$ cat src/rtl/fetch_sequencer.sv
// Fetch front end for a 2-cycle instruction memory: owns the PC, tracks the two in-flight
// slots, and applies stage-2 backpressure and branch redirects.
module fetch_sequencer #(
  parameter int unsigned           ADDR_WIDTH = 32,
  parameter logic [ADDR_WIDTH-1:0] BOOT_PC    = '0
) (
  input  logic                  clock,
  input  logic                  reset,
  input  logic                  run,
  input  logic                  redirect_valid,
  input  logic [ADDR_WIDTH-1:0] redirect_pc,
  input  logic                  out_ready,
  input  logic [31:0]           imem_instruction,
  output logic [ADDR_WIDTH-1:0] imem_addr,
  output logic                  imem_stall,
  output logic                  out_valid,
  output logic [ADDR_WIDTH-1:0] out_pc,
  output logic [31:0]           out_instruction,
  output logic [31:0]           fetch_count
);

  localparam int unsigned COUNT_WIDTH = 32;

  logic [ADDR_WIDTH-1:0]  pc, pc_next;
  logic                   v0, v0_next;
  logic [ADDR_WIDTH-1:0]  pc0, pc0_next;
  logic                   v1, v1_next;
  logic [ADDR_WIDTH-1:0]  pc1, pc1_next;
  logic [COUNT_WIDTH-1:0] count_q, count_next;

  logic                  hold;
  logic                  handshake;
  logic [ADDR_WIDTH-1:0] target;

  // Word-align the redirect target by masking rather than slicing.
  assign target    = redirect_pc & ~ADDR_WIDTH'(3);
  assign hold      = v1 & ~out_ready & ~redirect_valid;
  assign handshake = v1 & out_ready & ~redirect_valid;

  assign imem_stall      = hold;
  assign out_valid       = v1;
  assign out_pc          = pc1;
  assign out_instruction = imem_instruction;
  assign fetch_count     = count_q;

  // On hold the delay register resamples pc0 so the word it holds stays consistent.
  always_comb begin
    imem_addr = pc;
    if (redirect_valid) begin
      imem_addr = target;
    end else if (hold) begin
      imem_addr = pc0;
    end
  end

  // Next-state: redirect beats hold beats advance.
  always_comb begin
    pc_next    = pc;
    v0_next    = v0;
    pc0_next   = pc0;
    v1_next    = v1;
    pc1_next   = pc1;
    count_next = count_q + COUNT_WIDTH'(handshake);
    if (redirect_valid) begin
      v1_next  = 1'b0;
      v0_next  = 1'b1;
      pc0_next = target;
      pc_next  = target + ADDR_WIDTH'(4);
    end else if (!hold) begin
      v1_next  = v0;
      pc1_next = pc0;
      v0_next  = run;
      pc0_next = pc;
      if (run) begin
        pc_next = pc + ADDR_WIDTH'(4);
      end
    end
  end

  always_ff @(posedge clock or posedge reset) begin
    if (reset) begin
      pc      <= BOOT_PC;
      v0      <= 1'b0;
      pc0     <= '0;
      v1      <= 1'b0;
      pc1     <= '0;
      count_q <= '0;
    end else begin
      pc      <= pc_next;
      v0      <= v0_next;
      pc0     <= pc0_next;
      v1      <= v1_next;
      pc1     <= pc1_next;
      count_q <= count_next;
    end
  end

endmodule

$ cat config.mk
export PLATFORM = sky130hd
export DESIGN_NAME = fetch_sequencer
export DESIGN_NICKNAME = d
export VERILOG_FILES = /design/src/rtl/fetch_sequencer.sv
export SDC_FILE = /design/constraint.sdc
export NUM_CORES = 1
export LEC_CHECK = 0
export ABC_AREA = 1
export CORE_MARGIN = 10
export CORE_UTILIZATION = 47
export CTS_CLUSTER_SIZE = 8
export DETAILED_ROUTE_END_ITERATION = 8
export PLACE_DENSITY = 0.89
export SYNTH_ARGS = -nofsm -noshare
export SYNTH_HDL_FRONTEND = slang
export SYNTH_SLANG_ARGS = --single-unit
$ cat constraint.sdc
create_clock -name clock -period 4.8 [get_ports clock]
set_clock_uncertainty 0.05 [all_clocks]
set_input_delay 0.96 -clock clock [delete_from_list [all_inputs] [get_ports clock]]
set_output_delay 0.96 -clock clock [all_outputs]
set_load 0.05 [all_outputs]
==> run_results.csv <==
group,metric,value,unit
timing,relSlewSlack,0.328,
finish,fin_area,8690,um2
finish,drive_above_1_share,0.133,
synthesis,synth_top_area_share,0.492,
global_route,grt_antenna_before_repair,0,
worst_setup_path,arrival,2900,ps
drt,viasPerCell,5.14,
cts,cts_tree,"yes",
global_route,grt_first_pass_wirelength,27700,um
power,leakage,0.00403,uW
timing,setup_tns,0,ps
timing,fmax,0.256,GHz
drt,wl,17200,um
worst_setup_path,endpoint_kind,"output port",
timing,finalHoldViolCount,0,
finish,fin_nets,955,
timing,finalMaxSlewViolations,0,
global_route,grt_usage,0.184,
cts,clock_latency,420,ps
cts,cts_setup_buffers,0,
finish,n_fill_cell,1070,
worst_setup_path,critPathBufInv,3,
die,die_area,19000,um2
timing,tightestPinTransition,1000,ps
drt,ant_nets,0,
synthesis,syn_area,6510,um2
cts,htree_levels,4,
drt,drt-pass1-iter-count,5,
global_route,grt_overflow_total,0,
die,core,13400,um2
worst_setup_path,regToRegStartpoint,"out_valid",
placement,dpl-instance-area,8090,um2
synthesis,ys_seq_area_frac,0.492,
drt,vias,5510,
drt,drt-initial-drc-count,384,
flow_run,drv_cap,0,
finish,antenna_cells,0,
synthesis,ys_warn_count,0,
finish,syn_to_final_growth,33.4,%
worst_setup_path,startpoint_type,"primary input",
drt,drc_errors,0,
worst_setup_path,path_cells,"clkdlybuf4s50_1, inv_2, nand2_1, o211ai_1, buf_12",
die,rows,42,
cts,cts_resized,0,
power,power_density,415,nW/um2
synthesis,syn-instance-count,778,
synthesis,synth.largest_area_cell,"dfrtp_1",
cts,cts.clk_slew.worst_paths,50,ps
placement,dpl.hpwl,12600,um
worst_setup_path,cp-startpoint,"redirect_valid",
die,die_w,138,um
drt,avgRoutedWirePerCell,16.1,um
worst_setup_path,crit_end,"imem_addr[10]",
worst_setup_path,path_max_fanout,31,
worst_setup_path,reg2reg_slack,2340,ps
die,die_h,138,um
cts,cts.sinks,128,
hold_path,whs_path_depth,2,
synthesis,synth_cell_types,32,
timing,finalCriticalPeriod,3910,ps
worst_setup_path,r2r_cells,13,
worst_setup_path,cp.required,3790,ps
hold_path,hold_path_class,"reg -> reg",
worst_setup_path,crit_slowest_cell,"clkdlybuf4s50_1",
timing,final-setup-viol-count,0,
finish,multi_input_area,2700,um2
timing,rsz0062_at_grt,"false",
global_route,grt_max_degree,75,
synthesis,ys_ff_latch,128,
cts,cts.path.max_buffers,2,
timing,finalCritPeriodShare,0.815,
synthesis,synth.area.top_cells,"dfrtp_1 49%, nand2_1 16%, buf_4 3.9%, inv_1 3.7%, xor2_1 3.2%",
synthesis,synthesis.nets,851,
placement,gp_congestion,0.858,
finish,register_area,3200,um2
worst_setup_path,slowest_delay,620,ps
status,status,"complete, no violations",
power,vdd_ir_drop_max,0.288,mV
timing,layout_setup_ws,886,ps
synthesis,synth_area_per_cell,8.37,um2
cts,cts_buffers,17,
worst_setup_path,cp.depth,5,
cts,ctsHoldBuffers,0,
die,pin_count,199,
placement,io_buffers,132,
placement,post-place-ws,904,ps
die,initial_core_util,0.486,
worst_setup_path,crit_type,"in -> out",
global_route,first_global_vias,5599,
worst_setup_path,regToRegEndpoint,"fetch_count[30]",
cts,cts-root-buf,"clkbuf_16",
worst_setup_path,crit_family,"buffers and inverters",
==> cell families after synthesis <==
logic type,after synthesis,share of synthesized area
flip-flops,128,0.492
AO/OA/AOI/OAI,70,0.0684
multiplexers,17,0.0294
buffers and inverters,120,0.0942
XOR/XNOR,36,0.0484
AND/OR/NAND/NOR,403,0.260
adder cells (fa/ha/maj),4,0.00769
==> how the worst min path moves through the flow <==
stage,startpoint,end,slack (ps)
5_1_grt,pc[21],pc[21],440
4_1_cts,pc[11],pc[11],430
3_3_place_gp,pc[3],pc[3],410
3_5_place_dp,pc[3],pc[3],410
2_1_floorplan,pc[3],pc[3],390
6_report,pc[21],pc[21],430
==> flip-flops by register name (all words and copies together), names as in the netlist <==
signal,cells
out_pc,32
out_valid,1
pc0,32
v0,1
pc,30
fetch_count,32
==> cell usage after synthesis <==
cell type  count
o21bai_1       1
xnor2_1       12
nor3b_1        1
ha_1           4
nor2_1        50
buf_8          1
clkinv_1       1
mux2_2        17
nor2_4         4
nor4_1         3
buf_6          2
nor3_1         6
inv_1         64
nand4_1        9
dfrtp_1      128
xor2_1        24
nor2_2        11
buf_2          7
o311ai_0       2
nand3_1       26
clkbuf_1      10
nand3b_1       3
o21ai_1        2
a31oi_1        2
o21ai_0       31
inv_2          1
buf_4         34
nand2_1      275
nand2_2       15
o211ai_1      15
o221ai_1      12
a21oi_1        5
==> stage by stage <==
stage,total power [uW],instances,util,hold WS [ps]
global route,3750,1071,0.648,443
CTS,3630,1071,0.648,430
finish,3610,1071,0.648,427
global placement,2300,1039,0.604,405
floorplan,1990,778,-,392
detailed placement,2320,1039,0.604,409
==> where the power goes <==
group	internal, uW	switching (uW)
sequential	1220	80.1
combinational	360	643
clock	840	470
==> layout make-up <==
cell class | instances | share of cell area
clock inverter | 10 | 0.0156
inverter | 66 | 0.0288
timing repair buffer | 139 | 0.198
clock buffer | 22 | 0.0534
multi-input combinational | 530 | 0.311
tap | 176 | 0.0253
sequential | 128 | 0.369
==> tightest hold or removal path: stages, from the launching register on <==
cell,delay [ps]
dfrtp_1,340
nand2_1,50
nand2_1,60
==> cells in the final DEF, fill, tap and decap left out, types with 9 or more instances in the layout <==
cell type / instances
buf_12: 34
clkbuf_16: 17
clkdlybuf4s50_1: 99
dfrtp_1: 128
inv_1: 63
mux2_2: 17
nand2_1: 275
nand2_2: 15
nand3_1: 26
nand4_1: 9
nor2_1: 49
nor2_2: 12
o211ai_1: 15
o21ai_0: 31
o221ai_1: 12
xnor2_1: 12
xor2_1: 24
==> layer usage <==
layer	wire, um	global-route usage	share of wire	vias up
met5	0	0	0	-
met4	282	0.0620	0.016	0
met3	1570	0.0564	0.091	28
met2	8400	0.316	0.49	219
met1	6970	0.215	0.40	2600
li1	-	-	-	2663
No activity file was read; power rests on OpenSTA's default activity.
